$ cat src/rtl/cam_frame_writer.sv
// cam_frame_writer
// Capture-side writer for the original-image frame buffer. Consumes the
// synchronised OV7670 RGB444 byte stream (QQVGA 160x120), keeps the even
// columns of even rows (80x60), packs each kept pixel to 12 bits and writes
// it to the buffer at a linear, incrementing address.
//
// Ports
//   clk          : clock, all logic on the rising edge
//   rst          : asynchronous reset, active-low
//   cam_vsync    : synchronised vsync, high = vertical blanking
//   cam_href     : synchronised href, high = active line bytes
//   cam_data_en  : one-cycle strobe per camera byte
//   cam_data     : camera byte, valid with cam_data_en
//   cap_we       : buffer write enable, one pulse per stored pixel
//   cap_addr     : buffer write address, held between writes
//   cap_pxl      : pixel {R,G,B} nibbles, held between writes
//   frame_done   : one-cycle pulse, one clk after the write to the last address
//   frame_err    : one-cycle pulse, frame cut short by vsync
module cam_frame_writer #(
  parameter int unsigned c_in_cols     = 160,
  parameter int unsigned c_in_rows     = 120,
  parameter int unsigned c_img_cols    = 80,
  parameter int unsigned c_img_rows    = 60,
  parameter int unsigned c_img_pxls    = c_img_cols * c_img_rows,
  parameter int unsigned c_nb_img_pxls = 13,
  parameter int unsigned c_nb_buf      = 12
) (
  input  logic                     clk,
  input  logic                     rst,
  input  logic                     cam_vsync,
  input  logic                     cam_href,
  input  logic                     cam_data_en,
  input  logic [7:0]               cam_data,
  output logic                     cap_we,
  output logic [c_nb_img_pxls-1:0] cap_addr,
  output logic [c_nb_buf-1:0]      cap_pxl,
  output logic                     frame_done,
  output logic                     frame_err
);

  localparam int unsigned col_w = 8;
  localparam int unsigned row_w = 7;

  typedef enum logic [1:0] {
    S_SYNC   = 2'd0,
    S_VBLANK = 2'd1,
    S_FRAME  = 2'd2,
    S_DONE   = 2'd3
  } state_t;

  state_t                   state, state_n;
  logic                     vsync_d, href_d;
  logic                     phase, phase_n;
  logic [3:0]               r_nib, r_nib_n;
  logic [col_w-1:0]         col, col_n;
  logic [row_w-1:0]         row, row_n;
  logic [c_nb_img_pxls-1:0] wr_addr, wr_addr_n;
  logic                     done_pend, done_pend_n;
  logic                     cap_we_n, frame_done_n, frame_err_n;
  logic [c_nb_img_pxls-1:0] cap_addr_n;
  logic [c_nb_buf-1:0]      cap_pxl_n;

  logic vsync_rise, vsync_fall, href_fall, byte_ok, store_ok, last_addr;

  assign vsync_rise = cam_vsync & ~vsync_d;
  assign vsync_fall = ~cam_vsync & vsync_d;
  assign href_fall  = ~cam_href & href_d;
  // vsync wins over href: a byte seen during vsync is never captured
  assign byte_ok    = cam_data_en & cam_href & ~cam_vsync;
  // decimation window: even row, even column, inside the active area
  assign store_ok   = ~row[0] & ~col[0] &
                      (col < col_w'(c_in_cols)) & (row < row_w'(c_in_rows));
  assign last_addr  = (wr_addr == c_nb_img_pxls'(c_img_pxls - 1));

  // state and datapath registers
  always_ff @(posedge clk or negedge rst) begin
    if (!rst) begin
      state      <= S_SYNC;
      vsync_d    <= 1'b0;
      href_d     <= 1'b0;
      phase      <= 1'b0;
      r_nib      <= '0;
      col        <= '0;
      row        <= '0;
      wr_addr    <= '0;
      done_pend  <= 1'b0;
      cap_we     <= 1'b0;
      cap_addr   <= '0;
      cap_pxl    <= '0;
      frame_done <= 1'b0;
      frame_err  <= 1'b0;
    end else begin
      state      <= state_n;
      vsync_d    <= cam_vsync;
      href_d     <= cam_href;
      phase      <= phase_n;
      r_nib      <= r_nib_n;
      col        <= col_n;
      row        <= row_n;
      wr_addr    <= wr_addr_n;
      done_pend  <= done_pend_n;
      cap_we     <= cap_we_n;
      cap_addr   <= cap_addr_n;
      cap_pxl    <= cap_pxl_n;
      frame_done <= frame_done_n;
      frame_err  <= frame_err_n;
    end
  end

  // next-state, counters and write generation
  always_comb begin
    state_n      = state;
    phase_n      = phase;
    r_nib_n      = r_nib;
    col_n        = col;
    row_n        = row;
    wr_addr_n    = wr_addr;
    done_pend_n  = 1'b0;
    cap_we_n     = 1'b0;
    cap_addr_n   = cap_addr;
    cap_pxl_n    = cap_pxl;
    frame_done_n = done_pend;
    frame_err_n  = 1'b0;

    case (state)
      S_SYNC: begin
        // only a full vblank after reset may open a frame
        if (cam_vsync) state_n = S_VBLANK;
      end

      S_VBLANK: begin
        if (vsync_fall) begin
          state_n   = S_FRAME;
          row_n     = '0;
          col_n     = '0;
          phase_n   = 1'b0;
          wr_addr_n = '0;
        end
      end

      S_FRAME: begin
        if (vsync_rise) begin
          // last address not reached, otherwise we would be in S_DONE
          state_n     = S_VBLANK;
          frame_err_n = 1'b1;
        end else if (href_fall) begin
          // end of line: any half pixel is dropped
          row_n   = (row == '1) ? row : row + row_w'(1);
          col_n   = '0;
          phase_n = 1'b0;
        end else if (byte_ok) begin
          if (!phase) begin
            r_nib_n = cam_data[3:0];
            phase_n = 1'b1;
          end else begin
            phase_n = 1'b0;
            col_n   = (col == '1) ? col : col + col_w'(1);
            if (store_ok) begin
              cap_we_n   = 1'b1;
              cap_addr_n = wr_addr;
              cap_pxl_n  = c_nb_buf'({r_nib, cam_data});
              if (last_addr) begin
                wr_addr_n   = '0;
                state_n     = S_DONE;
                done_pend_n = 1'b1;
              end else begin
                wr_addr_n = wr_addr + c_nb_img_pxls'(1);
              end
            end
          end
        end
      end

      S_DONE: begin
        if (vsync_rise) state_n = S_VBLANK;
      end

      default: state_n = S_SYNC;
    endcase
  end

endmodule

$ cat config.mk
export PLATFORM = sky130hd
export DESIGN_NAME = cam_frame_writer
export DESIGN_NICKNAME = d
export VERILOG_FILES = /design/src/rtl/cam_frame_writer.sv
export SDC_FILE = /design/constraint.sdc
export NUM_CORES = 1
export LEC_CHECK = 0
export ABC_AREA = 1
export CAP_MARGIN = 40
export CORE_AREA = 2 2 96 98
export CTS_CLUSTER_DIAMETER = 120
export DETAILED_ROUTE_END_ITERATION = 7
export DIE_AREA = 0 0 98 100
export PLACE_DENSITY = 0.71
export SETUP_SLACK_MARGIN = 0.5
export SLEW_MARGIN = 5
export SYNTH_ARGS = -nofsm -noshare
export SYNTH_HDL_FRONTEND = slang
export SYNTH_SLANG_ARGS = --single-unit
$ cat constraint.sdc
create_clock -name clk -period 4 [get_ports clk]
set_clock_uncertainty 0.15 [all_clocks]
set_input_delay 0.6 -clock clk [delete_from_list [all_inputs] [get_ports clk]]
set_output_delay 0.6 -clock clk [all_outputs]
set_load 0.01 [all_outputs]
* Word-level counts from Yosys, hierarchy flattened
Cells that the tools add are included.
** Operators by class
- Equal/unequal tests :: 24
- Bitwise operators :: 16
- Reductions and logical operators :: 9
- Magnitude comparators :: 2
- Mux-type cells :: 51
- $add $sub $neg :: 3
** Operator list (number)
- two-way mux 13 bit :: 7
- two-way mux 8 bit :: 6
- two-way mux 7 bit :: 4
- one-hot mux 13 bit (2 select lines) :: 1
- != test 3 bit, second input constant :: 8
- two-way mux 1 bit :: 20
- != test 2 bit, second input constant :: 10
- two-way mux 2 bit :: 9
- one-hot mux 8 bit (2 select lines) :: 1
- one-hot mux 7 bit (2 select lines) :: 1
- adder 13 x 1 -> 13 bit, second input constant :: 1
- == test 13 bit, second input constant :: 1
- AND reduction 6 bit :: 2
- AND reduction 5 bit :: 2
- adder 8 x 1 -> 8 bit, second input constant :: 1
- bitwise AND 1 bit :: 8
- == test 8 bit, second input constant :: 1
- < comparator 8 bit, second input constant :: 1
- NOT 1 bit :: 8
- one-hot mux 2 bit (4 select lines) :: 1
- AND reduction 8 bit :: 1
- adder 7 x 1 -> 7 bit, second input constant :: 1
- == test 7 bit, second input constant :: 1
- < comparator 7 bit, second input constant :: 1
- 7 further kinds :: 8
** Word-level totals
- Bits in registers :: 66
- Word-level logic and storage cells :: 119

* Depth between registers and ports, before layout
- Depth in word-level cells :: 10
- Depth in mapped cells :: 12
- Depth with buffers taken out :: 11

* Worst setup path before layout
Ideal clock, no wire load.
- Kind :: register to register
- Start point :: register state[0]
- End point :: register col[1]
- Period minus slack after synthesis :: 1.763 ns
- Setup slack :: 2.237 ns
- Cell stages (with the launch flop) :: 10
- Data required time :: 3.731 ns
- Setup time :: 0.119 ns
- Arrival time :: 1.494 ns
- Path buffers :: 3
- Cell sequence :: dfrtp_1 -> inv_1 -> ha_1 -> buf_4 -> inv_1 -> buf_2 -> buf_1 -> nor2_1 -> nand2_1 -> nand2_1
** On the way
- Word-level cells in the longest chain between the ends :: 3
- Elaborated cells on any way between the ends :: 10
- Those cells by class :: eq/ne (7); mux (1); reduce/logical (2)
** RTL lines
- from (decl) :: line 51 : state_t state, state_n;
- from (signal assigned) :: line 93 : state <= state_n;
- == test 2 bit or == test 2 x 1 -> 1 bit (tied branches) :: line 125 : case (state)
- != test 3 bit (no line), or another cell as far along
- AND reduction 6 bit (no line)
- to (signal assigned) :: line 98 : col <= col_n;
- to (decl) :: line 55 : logic [col_w-1:0] col, col_n;
Parallel ways exist; a longest one is shown, timed or not.
A chain may end at the register's enable or synchronous reset.

* Final worst setup path
- Start point :: register state[0]
- End point :: register r_nib[3]
** On the way
- Word-level cells in the longest chain between the ends :: 2
** RTL lines
- == test 2 bit :: line 125
- AND reduction 5 bit (no line)
- to (signal assigned) :: line 97 : r_nib <= r_nib_n;
- to (decl) :: line 54 : logic [3:0] r_nib, r_nib_n;
Every way passes these cells.

==> flow_summary.json <==
{
  "status": "finished clean",
  "yosysMostFrequentCell": "nand2_1",
  "worst_hold_path_type": "primary input to async pin",
  "path_cells": "inv_1 -> ha_1 -> inv_1 -> nor2_2 -> nand2_1 -> nor2_1 -> o21ai_0",
  "fp-row-count": 35,
  "synth_top_family_by_area": "simple AND/OR/NAND/NOR gates",
  "maxCapViolations": 0,
  "power.total_uw": 2170,
  "synth_compound_area_frac": 0.0651,
  "core_area_sq_um": 8890,
  "yosysWarningCount": 0,
  "arrival_ns": 3.05,
  "place_congestion": 0.850,
  "route.detailed.drc": 0,
  "clock_latency_ns": 0.34,
  "hold_ws_ns": 0.146,
  "yosysTopAreaCell": "dfrtp_1",
  "wl_per_cell_um": 12.5,
  "peakVddDrop_mv": 0.229,
  "ant_nets": 0,
  "crit_type": "register to register",
  "start_util": 0.383,
  "fin_cells": 607,
  "antenna_found_initial": 0,
  "portBuffers": 40,
  "period_share": 0.752,
  "syn_avg_cell_area_sq_um": 7.58,
  "die_w_um": 98,
  "path_clk_slew_ns": 0.08,
  "root_buffer": "clkbuf_8",
  "numCtsBuffers": 9,
  "ys_seq_area_frac": 0.485,
  "max_slew_margin": 0.522,
  "netlist_area_sq_um": 3400,
  "synth_edf_count": 0,
  "seqCellArea_sq_um": 1650,
  "synth_adder_area_share": 0.0294,
  "synth_area_leaders": "dfrtp_1 49%, nand2_1 17%, nor2_1 5.8%, inv_1 5.2%, o21ai_0 4.3%",
  "postCtsSetupRepairBufs": 0,
  "clock_path_buffers": 2,
  "synthFlopType": "dfrtp_1",
  "crit_required_ns": 4.04,
  "die-area_sq_um": 9800,
  "grt_max_degree": 38,
  "h-tree-depth": 3,
  "cts_tree": "yes",
  "viasPerCell": 4.89,
  "start_kind": "register",
  "tns_ns": 0,
  "fmax_ghz": 0.333,
  "dieHeight_um": 100,
  "grt_pass1_vias": 2838,
  "postCtsHoldBufs": 0,
  "drt_first_pass_iters": 4,
  "vias": 2971,
  "end_kind": "register",
  "hold_viol_final": 0,
  "crit_slowest_cell": "ha_1",
  "grt.total_usage": 0.167,
  "ys_seq_elements": 66,
  "dp.cells": 591,
  "muxShareOfSynthArea": 0,
  "synth_common_cells": "157 x nand2_1, 66 x dfrtp_1, 53 x nor2_1",
  "hpwl_mm": 5.42,
  "min_period_ns": 3.01,
  "diodes": 0,
  "drive_above_1_share": 0.0605,
  "nFillCells": 870,
  "multi_input_area_sq_um": 1500,
  "synthSimpleGateAreaFrac": 0.316,
  "cts_resized": 0,
  "grt-ovfl-total": 0,
  "synth_cells": 449,
  "grt_pass1_wl_mm": 13.3,
  "slew_violations": 0,
  "num-nets-final": 512,
  "setup_viol": 0,
  "postSynthNetCount": 470,
  "routed_wl_mm": 7.56,
  "leakagePower_uw": 0.00199,
  "synth_top_cell_area_share": 0.485,
  "cts.sinks": 66,
  "ys_types": 29,
  "io_pins": 41,
  "slowest_delay_ns": 0.62,
  "critPathMaxFanout": 20,
  "synth_xor_area_frac": 0.0309,
  "dr.first_iter.drc_count": 96,
  "cpMostUsedCell": "inv_1",
  "syn_to_final_growth_pct": 21.7,
  "tightestPinTransition_ns": 0.717,
  "power_density_nw_per_um2": 524,
  "synthArstFlopShare": 1.00,
  "rsz0062_at_grt": "false"
}
-- power by group --
group          internal (uW)  switching (uW)  total, uW
sequential               768            63.3        832
clock                    419             272        691
combinational            240             409        650
-- area by class of cell --
type | count | share of cell area
Clock buffer | 9 | 0.0299
Clock inverter | 7 | 0.0299
Inverter | 49 | 0.0444
Multi-Input combinational cell | 322 | 0.363
Sequential cell | 66 | 0.399
Tap cell | 111 | 0.0335
Timing Repair Buffer | 43 | 0.101
-- per-layer routing --
| metal | up-vias | routed length, um | track usage |
|---|---|---|---|
| li1 | 1488 | - | - |
| met4 | 0 | 99 | 0.0737 |
| met5 | - | 0 | 0 |
| met2 | 78 | 3380 | 0.262 |
| met1 | 1396 | 3650 | 0.223 |
| met3 | 9 | 426 | 0.0369 |
-- worst max-delay path: cells and delay by family, from the launching register on --
family | cells | cell delay, ns
flip-flops | 1 | 0.43
AO/OA/AOI/OAI | 1 | 0.17
AND/OR/NAND/NOR | 3 | 0.80
buffers and inverters | 2 | 0.66
adder cells (fa/ha/maj) | 1 | 0.62
-- flip-flops by register name, indices dropped and copies added (netlist names), 2 cells and up --
signal and cells:
cap_addr 13, wr_addr 13, cap_pxl 12, col 8, row 7, r_nib 4, state 2
-- logic make-up (layout without fill, tap and decap cells) --
logic type / count (synthesis) / count (layout)
xor+xnor: 12 / 12
fa+ha+maj: 8 / 8
buf+inv: 61 / 108
compound gates: 42 / 42
flops: 66 / 66
simple gates: 260 / 260
-- path summary, 6_finish.rpt --
kind	startpoint	end	slack, ns	cells after the start
setup / recovery	state[0]	r_nib[3]	0.99	7
hold / removal	rst	cap_pxl[3]	0.15	1
setup reg to reg	state[0]	r_nib[3]	0.99	7
hold reg to reg	done_pend	frame_done	0.22	0
max in group asynchronous	rst	cap_addr[2]	2.62	2
min in group clk	done_pend	frame_done	0.22	0
-- metrics by stage --
stage               utilization  instance area (sq um)  setup WS [ns]
detailed placement        0.438                   3890          0.970
global route              0.466                   4140          0.649
global placement          0.438                   3890           1.12
floorplan                     -                   3400           2.24
CTS                       0.466                   4140          0.949
finish                    0.466                   4140          0.993
-- layout by cell type, fill, tap and decap left out, types with 8 or more instances in the layout --
cell type	instances
nand2_1	157
clkdlybuf4s50_1	39
ha_1	8
dfrtp_1	66
inv_1	47
nand3_1	28
clkbuf_8	9
nand4_1	11
o21ai_0	29
nor2_1	53
xor2_1	11
Note: power is estimated with default switching activity, not from simulation.
==> patch: new RTL, config.mk and constraints unchanged <==
Set the localparam `row_w` to 14 (it was 7).
--- a/src/rtl/cam_frame_writer.sv
+++ b/src/rtl/cam_frame_writer.sv
@@ -40,5 +40,5 @@
 
   localparam int unsigned col_w = 8;
-  localparam int unsigned row_w = 7;
+  localparam int unsigned row_w = 14;
 
   typedef enum logic [1:0] {
Function: no difference found for any inputs over 4 cycles, from zero or initial values and one cycle with rst low; that may be too few to reach the edited logic, so the function may still have changed.
==> patch against the unedited design <==
  * Count of clock-buffer cells in the layout stayed put
  * Setup slack better by 0.39 ns
  * Sequential cell count rose by 7
  * Final cell count is 8.2% higher
  * Critical endpoint is now cap_pxl[0]
  * Critical path type unchanged
  * Wire length up 8.3%
  * Final area is 11% higher
  * Power down 0.25%
  * Area after synthesis is 15% higher
==> patch: results (changes against the unedited design) <==
viasPerCell: 5.13  # +4.8%
power_density_nw_per_um2: 472  # -9.9%
ys_seq_area_frac: 0.467  # -0.0181
grt_first_pass_wirelength_mm: 14.3  # +7.7%
dp_cells: 641  # +8.5%
pre_cts_ws_ns: 1.04  # +0.0720 ns
endpoint: "cap_pxl[0]"
synth_area_leaders: "dfrtp_1, nand2_1, nand3_1"
swShare: 0.356  # +0.0129
placed_cell_area_um2: 4360  # +12%
ir_worst_vdd_mv: 0.225  # -1.4%
arrival_ns: 2.76  # -0.29 ns
worst_path_largest_cell_delay_ns: 0.67  # +0.05 ns
clock_area_frac: 0.0491  # -0.0107
nets: 562  # +9.8%
holdWs_ns: 0.150  # +0.00454 ns
combinationalPowerShare: 0.286  # -0.013
synth_nets: 523  # +11%
finalCritPeriodShare: 0.655  # -0.0971
dpl.hpwl_mm: 5.75  # +6.1%
ys_types: 33  # +14%
path_delay_family: "buffers and inverters"
yosys_warnings: 0  # unchanged
slowest_stage: "nand3_2"
crit_fanout: 43  # +110%
p_seq_frac: 0.410  # +0.027
dr.pass1.iters: 5  # +1
drt_iter0_drc: 164  # +71%
grt_max_degree: 44  # +16%
buffers: 42  # -2.3%
status: "finished, final reports clean"
grt_use_total: 0.176  # +0.00885
clk_path_buf_depth: 2  # unchanged
drive_gt1_frac: 0.0897  # +0.0293
first_global_vias: 3051  # +7.5%
wl_per_cell_um: 12.5  # about the same
comb.multi_input.count: 361  # +12%
antenna_left: 0  # unchanged
seqCellArea_um2: 1830  # +11%
clkbuf_count: 9  # unchanged
gp_congestion: 0.881  # +3.6%
synthTopCellsByCount: "nand2_1, dfrtp_1, inv_1"
inverters: 54  # +10%
max_slew_margin: 0.510  # -0.0120
multi_input_area_share: 0.389  # +0.0261
via_count: 3369  # +13%
nonClkBufAreaFrac: 0.0894  # -0.0114
leakagePower_uw: 0.00206  # +3.7%
p_sw_uw: 770  # +3.5%
syn_inst: 502  # +12%
reg_top3: "row: 14 flops, cap_addr: 13 flops, wr_addr: 13 flops"
antenna_cells: 0  # unchanged
fillers: 850  # -2.3%
reg2reg_slack_ns: 1.38  # +0.39 ns
crit_path_start: "state[0]"
cts-htree-levels: 3  # unchanged
seq_cells: 73  # +11%
==> patch: changes by cell type in the layout (fill, tap and decap cells not counted), sizes merged, moves of 5 or more <==
cell / before / now
nor2: 57 / 42
inv: 51 / 56
nor3: 3 / 12
xor2: 11 / 6
nand4: 11 / 21
nand3: 29 / 46
o21ai: 35 / 57
dfrtp: 66 / 73
==> patch: logic make-up (layout without fill, tap and decap cells) <==
group,after synthesis,in the layout,share of synthesized area
compound gates,61,61,0.0883
xor+xnor,6,6,0.0134
fa+ha+maj,8,8,0.0256
buf+inv,68,112,0.0765
flops,73,73,0.467
simple gates,286,286,0.329
==> patch: per-layer routing <==
metal | GRT usage | wire length, um | vias up
li1 | - | - | 1702
met1 | 0.236 | 3880 | 1583
met2 | 0.288 | 3800 | 73
met3 | 0.0390 | 402 | 11
met4 | 0.0524 | 106 | 0
met5 | 0 | 0 | -
